`config.mk`:
```
export PLATFORM = sky130hd
export DESIGN_NAME = t03_combat_resolver
export DESIGN_NICKNAME = d
export VERILOG_FILES = /design/src/rtl/t03_combat_resolver.sv
export SDC_FILE = /design/constraint.sdc
export NUM_CORES = 1
export LEC_CHECK = 0
export CORE_ASPECT_RATIO = 1.4
export CORE_UTILIZATION = 55
export DETAILED_ROUTE_END_ITERATION = 10
export DONT_BUFFER_PORTS = 1
export GPL_TIMING_DRIVEN = 1
export PLACE_DENSITY_LB_ADDON = 0.05
export REMOVE_ABC_BUFFERS = 1
export SYNTH_ARGS = -nofsm -noshare
export SYNTH_HDL_FRONTEND = slang
export SYNTH_SLANG_ARGS = --single-unit
```
`constraint.sdc`:
```
create_clock -name clk -period 2.5 [get_ports clk]
set_clock_uncertainty 0.1 [all_clocks]
set_input_delay 0.125 -clock clk [delete_from_list [all_inputs] [get_ports clk]]
set_output_delay 0.125 -clock clk [all_outputs]
set_load 0.02 [all_outputs]
```
`src/rtl/t03_combat_resolver.sv`:
```
// Combat resolver: turns held attacks into hits or blocks after a windup, tracks both health
// counters and runs the round FSM (fight / P1 win / P2 win / draw).
module t03_combat_resolver #(
  parameter int unsigned         HEALTH_W   = 7,
  parameter logic [HEALTH_W-1:0] MAX_HEALTH = 7'd100,
  parameter logic [HEALTH_W-1:0] DAMAGE     = 7'd10,
  parameter logic [7:0]          WINDUP     = 8'd4
) (
  input  logic                clk,
  input  logic                nrst,
  input  logic                finished,
  input  logic                restart,
  input  logic [1:0]          p1_state,
  input  logic [1:0]          p2_state,
  output logic [HEALTH_W-1:0] p1_health,
  output logic [HEALTH_W-1:0] p2_health,
  output logic                p1_hit,
  output logic                p2_hit,
  output logic                p1_blocked,
  output logic                p2_blocked,
  output logic [1:0]          game_state
);

  typedef enum logic [1:0] {
    StFight = 2'b00,
    StP1Win = 2'b01,
    StP2Win = 2'b10,
    StDraw  = 2'b11
  } game_e;

  localparam logic [1:0] PsAttack = 2'b01;
  localparam logic [1:0] PsBlock  = 2'b10;

  // Index 0 is player 1, index 1 is player 2.
  logic [1:0]          st      [2];
  logic [1:0]          prev_q  [2];
  logic [1:0]          prev_d  [2];
  logic                armed_q [2];
  logic                armed_d [2];
  logic [7:0]          cnt_q   [2];
  logic [7:0]          cnt_d   [2];
  logic [HEALTH_W-1:0] health_q[2];
  logic [HEALTH_W-1:0] health_d[2];
  logic                hit_q   [2];
  logic                hit_d   [2];
  logic                blk_q   [2];
  logic                blk_d   [2];
  logic [8:0]          inc     [2];
  game_e               game_q, game_d;

  assign st[0] = p1_state;
  assign st[1] = p2_state;

  always_comb begin
    game_d = game_q;
    for (int i = 0; i < 2; i++) begin
      prev_d[i]   = prev_q[i];
      armed_d[i]  = armed_q[i];
      cnt_d[i]    = cnt_q[i];
      health_d[i] = health_q[i];
      hit_d[i]    = 1'b0;
      blk_d[i]    = 1'b0;
      inc[i]      = {1'b0, cnt_q[i]} + 9'd1;
    end

    if (restart) begin
      game_d = StFight;
      for (int i = 0; i < 2; i++) begin
        prev_d[i]   = 2'b00;
        armed_d[i]  = 1'b0;
        cnt_d[i]    = 8'd0;
        health_d[i] = MAX_HEALTH;
      end
    end else if (finished) begin
      for (int i = 0; i < 2; i++) prev_d[i] = st[i];
      if (game_q == StFight) begin
        for (int i = 0; i < 2; i++) begin
          if (st[i] == PsAttack && prev_q[i] != PsAttack) begin
            armed_d[i] = 1'b1;
            cnt_d[i]   = 8'd0;
          end else if (armed_q[i] && st[i] == PsAttack) begin
            cnt_d[i] = inc[i][7:0];
            if (inc[i] == {1'b0, WINDUP}) begin
              armed_d[i] = 1'b0;
              // Block check uses the opponent's input on this same tick.
              if (st[1-i] == PsBlock) begin
                blk_d[1-i] = 1'b1;
              end else begin
                hit_d[1-i]    = 1'b1;
                health_d[1-i] = (health_q[1-i] < DAMAGE) ? '0 : health_q[1-i] - DAMAGE;
              end
            end
          end else if (armed_q[i]) begin
            armed_d[i] = 1'b0;
          end
        end
        if (health_d[0] == '0 && health_d[1] == '0) game_d = StDraw;
        else if (health_d[1] == '0)                 game_d = StP1Win;
        else if (health_d[0] == '0)                 game_d = StP2Win;
      end else begin
        for (int i = 0; i < 2; i++) armed_d[i] = 1'b0;
      end
    end
  end

  always_ff @(posedge clk or negedge nrst) begin
    if (!nrst) begin
      game_q <= StFight;
      for (int i = 0; i < 2; i++) begin
        prev_q[i]   <= 2'b00;
        armed_q[i]  <= 1'b0;
        cnt_q[i]    <= 8'd0;
        health_q[i] <= MAX_HEALTH;
        hit_q[i]    <= 1'b0;
        blk_q[i]    <= 1'b0;
      end
    end else begin
      game_q <= game_d;
      for (int i = 0; i < 2; i++) begin
        prev_q[i]   <= prev_d[i];
        armed_q[i]  <= armed_d[i];
        cnt_q[i]    <= cnt_d[i];
        health_q[i] <= health_d[i];
        hit_q[i]    <= hit_d[i];
        blk_q[i]    <= blk_d[i];
      end
    end
  end

  assign p1_health  = health_q[0];
  assign p2_health  = health_q[1];
  assign p1_hit     = hit_q[0];
  assign p2_hit     = hit_q[1];
  assign p1_blocked = blk_q[0];
  assign p2_blocked = blk_q[1];
  assign game_state = game_q;

endmodule

```
**Yosys cells after proc, flatten, opt, wreduce, memory -nomap -nowiden**

Index checks and enable logic that the tools add are counted.

- $lt $le $gt $ge: 2
- Multiplexer cells: 65
- Equal/unequal tests: 10
- $add $sub $neg: 4
- Reduce and logical (&&, ||, !) cells: 19

Operators by type and width:

| kind | number |
|---|---|
| 2-to-1 mux 7 bit | 16 |
| 2-to-1 mux 16 bit | 3 |
| 2-to-1 mux 14 bit | 3 |
| 2-to-1 mux 8 bit | 4 |
| 2-to-1 mux 2 bit | 15 |
| 2-to-1 mux 1 bit | 22 |
| adder 8 x 1 -> 9 bit, second input constant | 2 |
| equality test 9 x 3 -> 1 bit, second input constant | 2 |
| logical NOT 7 bit | 2 |
| < comparator 7 x 4 -> 1 bit, second input constant | 2 |
| subtractor 7 x 4 -> 7 bit, second input constant | 2 |
| inequality test 5 x 4 -> 1 bit, second input constant | 2 |
| AND reduction 3 bit | 3 |
| 2-to-1 mux 4 bit | 2 |
| AND reduction 2 bit | 3 |
| nonzero test 3 bit | 2 |
| logical AND 1 bit | 5 |
| equality test 2 x 1 -> 1 bit, second input constant | 2 |
| equality test 2 bit, second input constant | 2 |
| inequality test 2 x 1 -> 1 bit, second input constant | 2 |
| nonzero test 2 bit | 2 |
| nonzero test 4 bit | 1 |
| logical NOT 2 bit | 1 |

- Output and inout bits: 20
- Logic and storage cells: 113
- Bits of input ports: 8
- Register bits: 42

**Depth between registers and ports, before layout**

- Word-level depth: 16
- Gate-level depth with buffers: 7

**Worst setup path after synthesis**

Ideal clock, no wire load.

- Path kind: reg2reg
- Start point: reg cnt_q[6] (netlist name)
- End point: reg game_q[1] (netlist: game_state[1])
- Path buffers: 1
- Data required time: 2.296 ns
- Stages on the path, launching flop included: 7
- Path slack: 0.278 ns
- Arrival time: 2.018 ns
- Library setup time: 0.104 ns
- Cells stage by stage: dfrtp_1 or4_4 or3_1 buf_2 o31ai_1 a311oi_1 o41ai_2

- Word-level cells in the longest chain between the ends: 14
- Elaborated cells on any way between the ends: 16
- Classes of those cells: 1 x add/sub; 1 x eq/ne; 10 x mux; 4 x reduce/logical

Ends and longest elaborated chain:

| element | RTL line | source |
|---|---|---|
| from (decl) | 40 | `logic [7:0] cnt_q [2];` |
| from (signal, indexed assignment) | 122 | `cnt_q[i] <= cnt_d[i];` |
| adder 8 x 1 -> 9 bit * | 63 | `inc[i] = {1'b0, cnt_q[i]} + 9'd1;` |
| equality test 9 x 3 -> 1 bit * | 83 | `if (inc[i] == {1'b0, WINDUP}) begin` |
| 2-to-1 mux 7 bit * | 83 |  |
| 2-to-1 mux 7 bit * | 81 | `end else if (armed_q[i] && st[i] == PsAttack) begin` |
| 2-to-1 mux 7 bit * | 78 | `if (st[i] == PsAttack && prev_q[i] != PsAttack) begin` |
| 2-to-1 mux 7 bit * | 76 | `if (game_q == StFight) begin` |
| 2-to-1 mux 7 bit * | 74 | `end else if (finished) begin` |
| 2-to-1 mux 7 bit * | 66 | `if (restart) begin` |
| logical NOT 7 bit * | 97, 99 |  |
| logical AND 1 bit | 97 | `if (health_d[0] == '0 && health_d[1] == '0) game_d = StDraw;` |
| 2-to-1 mux 2 bit | 97 |  |
| 2-to-1 mux 2 bit | 76 |  |
| 2-to-1 mux 2 bit | 74 |  |
| 2-to-1 mux 2 bit | 66 |  |
| to (signal assigned) | 108 | `game_q <= StFight;` |
| to (signal assigned) | 118 | `game_q <= game_d;` |
| to (decl) | 49 | `game_e game_q, game_d;` |

Mark *: on every way between the ends. The rest lies on a longest branch, timed or not. The select of a mux whose other input is x is not followed.
A chain may end at the register's enable or synchronous reset.

**Final worst setup path**

- Start point: reg cnt_q[3] (netlist name)
- End point: reg game_q[1] (netlist: game_state[1])

Same word-level chain as after synthesis.

==> results.json <==
{
  "start_kind": "flip-flop",
  "fillers": 379,
  "antenna_found_initial": 0,
  "pre_cts_ws_ps": 197,
  "grt_pass1_vias": 2144,
  "cts_root_buf": "clkbuf_8",
  "dp_hpwl_mm": 3.86,
  "yosys_warnings": 0,
  "finalWirelength_mm": 5.66,
  "ys.flop_type": "dfrtp_1",
  "viasPerCell": 6.11,
  "vdd_drop_max_mv": 0.390,
  "top_layer": "met4",
  "ioPinCount": 28,
  "dp_cells": 341,
  "vias": 2182,
  "worst_pin_slew_ps": 629,
  "clock-sinks": 42,
  "numCtsBuffers": 5,
  "finalWorstPathRequiredPeriod_ps": 2310,
  "cts.htree.levels": 2,
  "m1WireLength_mm": 2.57,
  "layout_setup_ws_ps": 190,
  "synth_edf_count": 0,
  "finalPower_mw": 1.31,
  "die_x_um": 58.7,
  "yosysTopAreaCellShare_pct": 36.4,
  "drt_iter0_markers": 141,
  "critPathRequiredTime_ps": 2610,
  "postCtsSetupBuffers": 0,
  "drive_gt1_share_pct": 11.1,
  "power.leakage_nw": 1.23,
  "ys_seq_elements": 42,
  "rsz0062_at_grt": "no",
  "diodes": 0,
  "ys_types": 56,
  "stdcell_count": 357,
  "syn2layout_area_growth_pct": 12.7,
  "status": "complete, no violations",
  "io_buffers": 0,
  "crit_arrival_ps": 2420,
  "synthArstFlopShare_pct": 100,
  "rows": 28,
  "p_per_area_nw_per_um2": 469,
  "grt_max_degree": 43,
  "drt.antenna.violating_nets": 0,
  "endpoint_kind": "flip-flop",
  "nets": 308,
  "cts_tree": "built",
  "finalSetupViolations": 0,
  "wire_per_inst_um": 15.9,
  "syn_inst": 279,
  "multiInputGateArea_um2": 1320,
  "fin_util_pct": 65.2,
  "fin_setup_tns_ps": 0,
  "fmax_ghz": 0.433,
  "clk_pin_slew_ps": 90,
  "clock_tree.buffer_depth": 2,
  "worstSkewPairLatency_ps": 300,
  "period_share_pct": 92.4,
  "overflow": 0,
  "seq_area_um2": 1060,
  "drc": 0,
  "grt_pass1_wl_mm": 9.69,
  "die-area_um2": 4770,
  "yosysTopAreaCell": "dfrtp_1",
  "synth_area_leaders": "dfrtp_1 (36%), dfstp_2 (6.4%), nor2_1 (5.6%)",
  "dr_wl_met2_mm": 2.76,
  "path_class": "flip-flop to flip-flop",
  "place.gp.congestion": 0.842,
  "syn-cell-area_um2": 2470,
  "cap_violations": 0,
  "hp-class": "input port to flip-flop",
  "wl_met3_um": 243,
  "synth_seq_area_share_pct": 42.8,
  "start_util_pct": 57.9,
  "syn_avg_cell_area_um2": 8.87,
  "coreArea_um2": 4270,
  "grt_usage_pct": 26.5,
  "critPathMaxFanout": 7,
  "first_pass_iters": 4,
  "dieHeight_um": 81.4,
  "hold_viol_final": 0,
  "relSlewSlack_pct": 57.8,
  "finalMaxSlewViolations": 0
}
## repair_timing
action	CTS	global route
hold buffers	8	0
resized for setup	0	2
setup endpoints to repair	0	3
hold endpoints to repair	60	0
## final timing paths
kind	end	slack, ps	from	depth (start not counted)
setup / recovery	game_state[1]	190	cnt_q[3]	5
hold / removal	p1_health[1]	20	finished	3
setup reg to reg	game_state[1]	190	cnt_q[3]	5
hold reg to reg	cnt_q[15]	390	cnt_q[15]	1
max in group asynchronous	p2_health[5]	1840	nrst	2
min in group asynchronous	p1_health[1]	180	nrst	2
## worst max-delay path, stage by stage, from the launching register on
cell      delay, ps
dfrtp_1         450
or4_4           520
or3_1           480
o31ai_1         270
a311oi_1        130
o41ai_2         270
## per-stage QoR
step	cell area (µm²)	hold slack, ps
final	2790	15.4
after global routing	2790	40.8
after CTS	2780	22.1
after detailed placement	2600	-270
after global placement	2600	-270
after floorplan	2430	-271
## power by group
part | switching [mW] | leakage, nW | internal [mW]
registers | 0.0140 | 0.560 | 0.695
logic | 0.0832 | 0.624 | 0.0488
clock network | 0.240 | 0.0455 | 0.226
## cell families (layout without fill, tap and decap cells)
group / count (synthesis) / in the layout / synth area share, %
xor+xnor: 1 / 1 / 0.354
flops: 42 / 42 / 42.8
simple gates: 124 / 124 / 26.5
fa+ha+maj: 4 / 4 / 2.02
mux: 6 / 6 / 2.43
buf+inv: 25 / 43 / 3.84
compound gates: 77 / 77 / 22.1
## area by class of cell
type                    count  area share (%)
multi-input cells         212            47.4
flip-flops and latches     42            38.0
repair buffers             21            6.82
clock buffers               8            3.23
well taps                  60            2.69
inverters                  14            1.89
## Yosys cell counts, types with 2 or more instances
library cell  number
nor4_1             4
o211ai_1           2
a32o_1             2
nand2_1           16
nand3_1           11
dfstp_2            6
clkbuf_1          10
dfrtp_1           36
inv_1             13
o41ai_1            3
or2_1              2
nor3b_1            2
nand4_1            7
o31ai_1           15
o2bb2ai_1          2
nor2_1            37
mux2i_1            6
nor3_1             5
a311oi_1           2
o21ai_1            5
and3_1            10
o32a_1             2
nor2b_1            7
and2_1             2
nand2b_1           9
a21oi_1            5
a211o_1            2
and3b_1            2
ha_1               4
a22oi_1            2
nor4b_1            3
o21ai_0           17
nor3_2             2
a31oi_1            4
## cells in the final DEF, fill, tap and decap left out, drive strengths merged, types with 3 or more instances in the layout
cell	synthesis	layout
nor2	37	37
dfrtp	36	36
o21ai	22	22
nand2	16	16
o31ai	15	15
inv	14	14
buf	1	14
nand3	11	11
and3	10	10
nand2b	9	9
clkbuf	10	8
nor2b	7	7
nand4	7	7
nor3	7	7
mux2i	6	6
dlygate4sd3	0	6
dfstp	6	6
a21oi	5	5
nor4	4	4
a31oi	4	4
ha	4	4
o41ai	4	4
nor4b	3	3
or2	3	3
## sequential cells by signal (all words and copies together), names as in the netlist
name,count
cnt_q,16
p1_health,7
p2_health,7
prev_q,4
armed_q,2
game_state,2
p1_blocked,1
p1_hit,1
p2_blocked,1
p2_hit,1
## routing by layer
metal | global-route usage (%) | vias to the layer above
li1 | - | 1077
met1 | 33.8 | 1055
met2 | 44.7 | 43
met3 | 5.89 | 7
met4 | 8.10 | 0
met5 | 0 | -
Note: power is estimated with default switching activity, not from simulation.
